$ cat config.mk
export PLATFORM = sky130hd
export DESIGN_NAME = regfile
export DESIGN_NICKNAME = d
export VERILOG_FILES = /design/src/rtl/regfile.sv
export SDC_FILE = /design/constraint.sdc
export NUM_CORES = 1
export LEC_CHECK = 0
export CORE_MARGIN = 5
export CORE_UTILIZATION = 55
export DETAILED_ROUTE_END_ITERATION = 6
export GPL_TIMING_DRIVEN = 0
export PLACE_DENSITY = 0.83
export SYNTH_ARGS = -nofsm -noshare
export SYNTH_HDL_FRONTEND = slang
export SYNTH_SLANG_ARGS = --single-unit
$ cat constraint.sdc
create_clock -name clk -period 4.1 [get_ports clk]
set_input_delay 0.41 -clock clk [delete_from_list [all_inputs] [get_ports clk]]
set_output_delay 0.41 -clock clk [all_outputs]
set_load 0.03 [all_outputs]
$ cat src/rtl/regfile.sv
// Multi-ported register file: one synchronous write port, two combinational read ports.
// Optional same-cycle write-through forwarding to the read ports when REGFILE_WRITE_BYPASS_EN is defined.
module regfile #(
    parameter int DATA_WIDTH = 32,
    parameter int ADDR_WIDTH = 2
) (
    input  logic                  clk,
    input  logic                  write_enable,
    input  logic [ADDR_WIDTH-1:0] write_index,
    input  logic [DATA_WIDTH-1:0] write_data,
    input  logic [ADDR_WIDTH-1:0] read_a_index,
    output logic [DATA_WIDTH-1:0] read_a_data,
    input  logic [ADDR_WIDTH-1:0] read_b_index,
    output logic [DATA_WIDTH-1:0] read_b_data,
    input  logic                  reset
);

    localparam int NUM_REGS = 2 ** ADDR_WIDTH;

    logic [DATA_WIDTH-1:0] regs [NUM_REGS];

    // Reset wins over a coincident write; the write is simply dropped.
    always_ff @(posedge clk) begin
        if (reset) begin
            for (int i = 0; i < NUM_REGS; i++) begin
                regs[i] <= '0;
            end
        end else if (write_enable) begin
            regs[write_index] <= write_data;
        end
    end

`ifdef REGFILE_WRITE_BYPASS_EN
    logic write_live;

    assign write_live = write_enable && !reset;

    always_comb begin
        read_a_data = regs[read_a_index];
        read_b_data = regs[read_b_index];
        if (write_live && (read_a_index == write_index)) begin
            read_a_data = write_data;
        end
        if (write_live && (read_b_index == write_index)) begin
            read_b_data = write_data;
        end
    end
`else
    always_comb begin
        read_a_data = regs[read_a_index];
        read_b_data = regs[read_b_index];
    end
`endif

endmodule

==> flow_results.xml, run 1 <==
<?xml version="1.0" encoding="UTF-8"?>
<metrics>
  <group name="run_status">
    <metric name="outcome" unit="">completed</metric>
  </group>
  <group name="sta">
    <metric name="fin_crit" unit="ns">2.808</metric>
    <metric name="finalMaxSlewViolations" unit="">0</metric>
    <metric name="fin_ws" unit="ns">1.292</metric>
    <metric name="finalHoldViolCount" unit="">0</metric>
    <metric name="layout_worst_path_cycle_share" unit="">0.6849</metric>
    <metric name="slew_headroom" unit="">0.3050</metric>
    <metric name="slew_at_the_pin_closest_to_its_max_slew_limit" unit="ns">1.043</metric>
    <metric name="maxClockFrequency" unit="MHz">356.1</metric>
    <metric name="grt_setup_unrepaired" unit="">false</metric>
    <metric name="final-setup-viol-count" unit="">0</metric>
  </group>
  <group name="die">
    <metric name="die-area" unit="µm²">13900</metric>
    <metric name="boundaryPins" unit="">105</metric>
    <metric name="die-width" unit="µm">117.9</metric>
    <metric name="fp-row-count" unit="">39</metric>
    <metric name="core_area" unit="µm²">11420</metric>
    <metric name="die_h" unit="µm">117.9</metric>
    <metric name="initial_core_util" unit="">0.5607</metric>
  </group>
  <group name="pwr">
    <metric name="power_density" unit="nW/µm²">457.7</metric>
    <metric name="netSwitchingPower" unit="µW">902.2</metric>
    <metric name="combPwrFrac" unit="">0.177</metric>
    <metric name="power.switching_fraction" unit="">0.2387</metric>
    <metric name="power.sequential.fraction" unit="">0.423</metric>
    <metric name="intPower" unit="µW">2877</metric>
    <metric name="power_frac_clock" unit="">0.400</metric>
    <metric name="leakage" unit="µW">0.002935</metric>
    <metric name="ir_drop" unit="µV">383.9</metric>
  </group>
  <group name="synth">
    <metric name="synthCells" unit="">356</metric>
    <metric name="share_of_synthesized_cell_area_in_and_or_nand_and_nor_gates" unit="">0.1413</metric>
    <metric name="synthMuxAreaShare" unit="">0.2251</metric>
    <metric name="ys_seq_elements" unit="">128</metric>
    <metric name="avgSynthCellArea" unit="µm²">17.98</metric>
    <metric name="synthDominantAreaCellType" unit="">sky130_fd_sc_hd__edfxtp_1</metric>
    <metric name="synth_compound_gate_area_share" unit="">0.005081</metric>
    <metric name="synth_nets" unit="">397</metric>
    <metric name="post_synth_fa_ha_maj_area_fraction" unit="">0</metric>
    <metric name="synth_top_cells_by_count" unit="">sky130_fd_sc_hd__edfxtp_1, sky130_fd_sc_hd__and2_1, sky130_fd_sc_hd__mux4_2</metric>
    <metric name="yosys.area.top_type_share" unit="">0.6004</metric>
    <metric name="yosys.area_share.xor_xnor" unit="">0</metric>
    <metric name="synth-edff-count" unit="">128</metric>
    <metric name="ys_types" unit="">15</metric>
    <metric name="synth_area_leaders" unit="">sky130_fd_sc_hd__edfxtp_1, sky130_fd_sc_hd__mux4_2, sky130_fd_sc_hd__and2_1</metric>
    <metric name="post-synth-top-count-cell" unit="">sky130_fd_sc_hd__edfxtp_1</metric>
    <metric name="main_combinational_cell_family_by_area_after_synthesis" unit="">multiplexers</metric>
    <metric name="synthesis.yosys.warnings" unit="">0</metric>
    <metric name="ys_async_sr_fraction" unit="">0</metric>
    <metric name="synth_area" unit="µm²">6402</metric>
    <metric name="synth-seq-area-share" unit="">0.6004</metric>
    <metric name="ys.flop_type" unit="">sky130_fd_sc_hd__edfxtp_1</metric>
  </group>
  <group name="clocking">
    <metric name="cts.repair.resized" unit="">0</metric>
    <metric name="cts_hold_buf" unit="">0</metric>
    <metric name="cts_root_buffer" unit="">sky130_fd_sc_hd__clkbuf_16</metric>
    <metric name="cts_setup_buffers" unit="">0</metric>
    <metric name="cts_bufs_inserted" unit="">17</metric>
    <metric name="cts_tree" unit="">yes</metric>
    <metric name="htree_levels" unit="">4</metric>
    <metric name="clkTransAtPathRegs" unit="ns">0.05</metric>
    <metric name="number_of_buffers_between_clock_root_and_the_deepest_sink" unit="">2</metric>
    <metric name="cts_num_sinks" unit="">128</metric>
  </group>
  <group name="place">
    <metric name="placement.setup.worst_slack" unit="ns">1.295</metric>
    <metric name="numPlacedInstances" unit="">603</metric>
    <metric name="io_buffers" unit="">102</metric>
    <metric name="gp_routability_congestion" unit="">0.7589</metric>
    <metric name="detail_placement_hpwl" unit="µm">9602</metric>
  </group>
  <group name="final_layout">
    <metric name="finalCoreUtilization" unit="">0.7231</metric>
    <metric name="n_antenna_cell" unit="">0</metric>
    <metric name="post_route_cells_drive_above_1_share" unit="">0.3075</metric>
    <metric name="max_flop_register" unit="">regs</metric>
    <metric name="largest_reg_flops" unit="">128</metric>
    <metric name="final-instance-count-excl-fill" unit="">634</metric>
    <metric name="nNetsFinal" unit="">520</metric>
    <metric name="largest_registers" unit="">regs x128</metric>
    <metric name="syn2layout_area_growth" unit="%">28.96</metric>
  </group>
  <group name="worst_setup_path">
    <metric name="worstSetupEndpointType" unit="">output port</metric>
    <metric name="worst-endpoint-required" unit="ns">3.69</metric>
    <metric name="crit_path_max_fanout" unit="">10</metric>
    <metric name="worst-setup-path-type" unit="">in2out</metric>
    <metric name="worst_setup_path_start_kind" unit="">input pin</metric>
    <metric name="worst-endpoint-arrival" unit="ns">2.40</metric>
    <metric name="worstSetupStartpoint" unit="">read_b_index[1]</metric>
  </group>
  <group name="drt">
    <metric name="route.detailed.wl_per_inst" unit="µm">22.91</metric>
    <metric name="totalWireLength" unit="µm">14530</metric>
    <metric name="initialDrtViolationCount" unit="">207</metric>
    <metric name="drtAntennaViolNets" unit="">0</metric>
    <metric name="route.detailed.drc" unit="">0</metric>
    <metric name="dr.pass1.iters" unit="">4</metric>
    <metric name="via_count" unit="">3779</metric>
    <metric name="vias_per_cell" unit="">5.961</metric>
  </group>
  <group name="worst_hold_path">
    <metric name="worstHoldPathType" unit="">in2reg</metric>
    <metric name="holdPathEnd" unit="">regs[0][12]</metric>
    <metric name="hold_depth" unit="">2</metric>
    <metric name="hold_path_startpoint" unit="">write_data[12]</metric>
  </group>
  <group name="grt">
    <metric name="number_of_global_route_vias_before_repair" unit="">4087</metric>
    <metric name="grt_start_max_net_pins" unit="">33</metric>
    <metric name="number_of_antenna_violations_at_the_first_check_in_global_routing" unit="">0</metric>
    <metric name="grt_pass1_wl" unit="µm">22620</metric>
    <metric name="grt_use_total" unit="">0.2167</metric>
    <metric name="grt-ovfl-total" unit="">0</metric>
  </group>
  <group name="flow_run">
    <metric name="maxCapViolations" unit="">0</metric>
  </group>
</metrics>
## cell type report
| cell class | instances | area, µm² |
|---|---|---|
| Clock buffer | 22 | 444.2 |
| Fill cell | 725 | 3162 |
| Tap cell | 143 | 178.9 |
| Timing Repair Buffer | 104 | 1069 |
| Inverter | 1 | 3.754 |
| Sequential cell | 128 | 3844 |
| Buffer | 26 | 176.4 |
| Clock inverter | 9 | 140.1 |
| Multi-Input combinational cell | 201 | 2401 |
## cells by family (layout without fill, tap and decap cells)
kind of cell / count (synthesis) / after routing
and+or+nand+nor: 133 / 133
DFF: 128 / 128
muxes: 64 / 64
buffers and inverters: 27 / 162
AOI/OAI and AO/OA: 4 / 4
## worst max-delay path by stage
stage          slack, ns              end  depth (start not counted)
4_1_cts             1.28  read_b_data[11]                          4
3_3_place_gp       -0.24      regs[2][29]                          3
2_1_floorplan       1.59       regs[0][0]                          2
5_1_grt             1.26  read_b_data[11]                          4
3_5_place_dp        1.29  read_b_data[11]                          4
6_report            1.29  read_b_data[11]                          4
## cells in the final DEF, fill, tap and decap left out, types with 4 or more instances in the layout
cell type and n:
sky130_fd_sc_hd__edfxtp_1 128, sky130_fd_sc_hd__clkdlybuf4s50_1 102, sky130_fd_sc_hd__and2_1 96, sky130_fd_sc_hd__mux4_2 64
sky130_fd_sc_hd__and2_2 32, sky130_fd_sc_hd__clkbuf_16 17, sky130_fd_sc_hd__clkbuf_2 9, sky130_fd_sc_hd__buf_6 8
sky130_fd_sc_hd__clkbuf_1 8, sky130_fd_sc_hd__buf_2 6, sky130_fd_sc_hd__bufinv_16 4, sky130_fd_sc_hd__clkinv_1 4
## power by group through the flow
stage | logic [µW] | clock network, µW | registers, µW
3_3_place_gp | 659 | 0 | 1610
4_1_cts | 678 | 1520 | 1600
3_5_place_dp | 675 | 0 | 1620
5_1_grt | 700 | 1580 | 1610
2_1_floorplan | 401 | 0 | 1600
6_report | 669 | 1510 | 1600
## critical path: stages
cell and delay [ns]:
sky130_fd_sc_hd__clkdlybuf4s50_1 0.61, sky130_fd_sc_hd__buf_2 0.35, sky130_fd_sc_hd__mux4_2 0.40, sky130_fd_sc_hd__clkdlybuf4s50_1 0.62
## routing by layer
layer	vias up	GRT usage	routed length, µm
li1	1643	-	-
met3	20	0.06487	1040
met5	-	0	0
met4	0	0.06093	206
met2	149	0.3706	7707
met1	1967	0.2688	5574
## stage by stage
stage	hold WS, ns	TNS [ns]	power (µW)	instance area [µm²]
4_1_cts	0.7113	0	3795	8257
5_1_grt	0.7301	0	3887	8257
2_1_floorplan	0.6082	0	2005	6402
6_report	0.7128	0	3779	8257
3_3_place_gp	1.122	-13.45	2271	7602
3_5_place_dp	1.135	0	2297	7672
Note: power is estimated with default switching activity, not from simulation.
==> run 2: changes to the inputs <==
Settings changed: CORE_UTILIZATION 55 to 54, PLACE_DENSITY 0.83 to 0.82.
Clock period 4.1 ns to 2.7 ns, I/O delays scaled along.
==> flow_results.xml, run 2 (synthesis gave the netlist of run 1 again) <==
<?xml version="1.0" encoding="UTF-8"?>
<metrics>
  <group name="sta">
    <metric name="holdWs" unit="ns">0.5764</metric>
    <metric name="layout_worst_path_cycle_share" unit="">0.9256</metric>
    <metric name="final-setup-viol-count" unit="">0</metric>
    <metric name="grt_setup_unrepaired" unit="">false</metric>
    <metric name="slew_headroom" unit="">0.3254</metric>
    <metric name="fin_crit" unit="ns">2.499</metric>
    <metric name="slew_at_the_pin_closest_to_its_max_slew_limit" unit="ns">1.012</metric>
    <metric name="maxClockFrequency" unit="MHz">400.2</metric>
    <metric name="finalHoldViolCount" unit="">0</metric>
    <metric name="finalMaxSlewViolations" unit="">0</metric>
  </group>
  <group name="pwr">
    <metric name="power_frac_clock" unit="">0.348</metric>
    <metric name="power_density" unit="nW/µm²">650.9</metric>
    <metric name="intPower" unit="µW">3960</metric>
    <metric name="leakage" unit="µW">0.002878</metric>
    <metric name="total_power" unit="µW">5292</metric>
    <metric name="netSwitchingPower" unit="µW">1331</metric>
    <metric name="power.switching_fraction" unit="">0.2516</metric>
    <metric name="ir_drop" unit="µV">541.2</metric>
    <metric name="power.sequential.fraction" unit="">0.459</metric>
    <metric name="combPwrFrac" unit="">0.193</metric>
  </group>
  <group name="final_layout">
    <metric name="syn2layout_area_growth" unit="%">26.99</metric>
    <metric name="max_flop_register" unit="">regs</metric>
    <metric name="largest_reg_flops" unit="">128</metric>
    <metric name="finalCoreUtilization" unit="">0.7060</metric>
    <metric name="post_route_cells_drive_above_1_share" unit="">0.3052</metric>
    <metric name="largest_registers" unit="">regs x128</metric>
    <metric name="layout.cells.most_common" unit="">sky130_fd_sc_hd__edfxtp_1</metric>
    <metric name="n_antenna_cell" unit="">0</metric>
    <metric name="mostFrequentLayoutCells" unit="">sky130_fd_sc_hd__edfxtp_1, sky130_fd_sc_hd__clkdlybuf4s50_1, sky130_fd_sc_hd__and2_1</metric>
    <metric name="nNetsFinal" unit="">520</metric>
  </group>
  <group name="die">
    <metric name="fp-row-count" unit="">39</metric>
    <metric name="core_area" unit="µm²">11520</metric>
    <metric name="die-width" unit="µm">118.9</metric>
    <metric name="initial_core_util" unit="">0.5560</metric>
    <metric name="boundaryPins" unit="">105</metric>
    <metric name="die-area" unit="µm²">14130</metric>
    <metric name="die_h" unit="µm">118.9</metric>
  </group>
  <group name="clocking">
    <metric name="cts_hold_buf" unit="">0</metric>
    <metric name="clkTransAtPathRegs" unit="ns">0.05</metric>
    <metric name="number_of_buffers_between_clock_root_and_the_deepest_sink" unit="">2</metric>
    <metric name="cts_num_sinks" unit="">128</metric>
    <metric name="cts_tree" unit="">yes</metric>
    <metric name="cts_bufs_inserted" unit="">17</metric>
    <metric name="htree_levels" unit="">4</metric>
    <metric name="cts.repair.resized" unit="">0</metric>
    <metric name="cts_root_buffer" unit="">sky130_fd_sc_hd__clkbuf_16</metric>
    <metric name="cts_setup_buffers" unit="">0</metric>
  </group>
  <group name="flow_run">
    <metric name="maxCapViolations" unit="">0</metric>
  </group>
  <group name="place">
    <metric name="io_buffers" unit="">102</metric>
    <metric name="gp_routability_congestion" unit="">0.7527</metric>
    <metric name="detail_placement_hpwl" unit="µm">9588</metric>
  </group>
  <group name="drt">
    <metric name="drtAntennaViolNets" unit="">0</metric>
    <metric name="initialDrtViolationCount" unit="">239</metric>
    <metric name="route.detailed.wl_per_inst" unit="µm">23.57</metric>
    <metric name="totalWireLength" unit="µm">14800</metric>
    <metric name="dr.pass1.iters" unit="">4</metric>
    <metric name="vias_per_cell" unit="">5.885</metric>
    <metric name="route.detailed.drc" unit="">0</metric>
    <metric name="via_count" unit="">3696</metric>
  </group>
  <group name="worst_setup_path">
    <metric name="cpMaxStageDelayCell" unit="">sky130_fd_sc_hd__clkdlybuf4s50_1</metric>
    <metric name="worst-endpoint-required" unit="ns">2.43</metric>
    <metric name="worst-endpoint-arrival" unit="ns">2.23</metric>
    <metric name="worst_setup_path_start_kind" unit="">input pin</metric>
    <metric name="worstSetupStartpoint" unit="">read_b_index[1]</metric>
    <metric name="timing.critical_path.slowest_cell_delay" unit="ns">0.62</metric>
    <metric name="crit_path_max_fanout" unit="">10</metric>
    <metric name="path_buf_inv" unit="">3</metric>
    <metric name="critical_path.most_common_cell" unit="">sky130_fd_sc_hd__clkdlybuf4s50_1</metric>
    <metric name="crit_family" unit="">buffers and inverters</metric>
    <metric name="path_cells" unit="">clkdlybuf4s50_1 -&gt; buf_2 -&gt; mux4_2 -&gt; clkdlybuf4s50_1</metric>
    <metric name="worst-setup-path-type" unit="">in2out</metric>
    <metric name="worstSetupEndpointType" unit="">output port</metric>
  </group>
  <group name="grt">
    <metric name="grt_start_max_net_pins" unit="">33</metric>
    <metric name="grt-ovfl-total" unit="">0</metric>
    <metric name="grt_use_total" unit="">0.2246</metric>
    <metric name="number_of_antenna_violations_at_the_first_check_in_global_routing" unit="">0</metric>
    <metric name="grt_pass1_wl" unit="µm">23760</metric>
    <metric name="number_of_global_route_vias_before_repair" unit="">4257</metric>
  </group>
  <group name="worst_hold_path">
    <metric name="hold_path_startpoint" unit="">write_data[4]</metric>
    <metric name="worstHoldPathType" unit="">in2reg</metric>
  </group>
  <group name="run_status">
    <metric name="outcome" unit="">completed</metric>
  </group>
</metrics>
## run 2: cell types whose count changed in the layout (fill, tap and decap cells not counted), sizes merged
cell | before | now
clkinv | 5 | 6
clkbuf | 34 | 31
bufinv | 4 | 0
## run 2: layout make-up
class,instances,area [µm²]
buffer,26,176.4
clock buffer,19,432.9
clock inverter,6,25.02
fill,740,3386
inverter,1,3.754
multi-input combinational,201,2401
sequential,128,3844
tap,143,178.9
timing repair buffer,104,1069
## run 2: power groups by stage
stage	clock (µW)	sequential, µW	combinational (µW)
floorplan	0	2440	608
global placement	0	2450	1000
detailed placement	0	2460	1030
CTS	1860	2430	1030
global route	1950	2450	1070
finish	1840	2430	1020
## run 2: final timing paths
| kind | to | slack, ns | cells past startpoint |
|---|---|---|---|
| min | regs[1][4] | 0.58 | 2 |
| max | read_b_data[19] | 0.20 | 4 |
## run 2: metrics by stage
| stage | area, µm² | TNS, ns | setup slack (ns) | instances |
|---|---|---|---|---|
| 2_1_floorplan | 6402 | 0 | 0.3319 | 356 |
| 4_1_cts | 8130 | 0 | 0.1999 | 628 |
| 5_1_grt | 8130 | 0 | 0.1517 | 628 |
| 3_5_place_dp | 7672 | 0 | 0.2042 | 603 |
| 6_report | 8130 | 0 | 0.2010 | 628 |
| 3_3_place_gp | 7602 | -92.23 | -1.444 | 601 |
## run 2: layer usage
| metal | vias up | track usage | wire length (µm) |
|---|---|---|---|
| met1 | 1899 | 0.2722 | 5780 |
| li1 | 1639 | - | - |
| met2 | 139 | 0.3950 | 7825 |
| met3 | 19 | 0.06635 | 976 |
| met4 | 0 | 0.06155 | 216 |
| met5 | - | 0 | 0 |
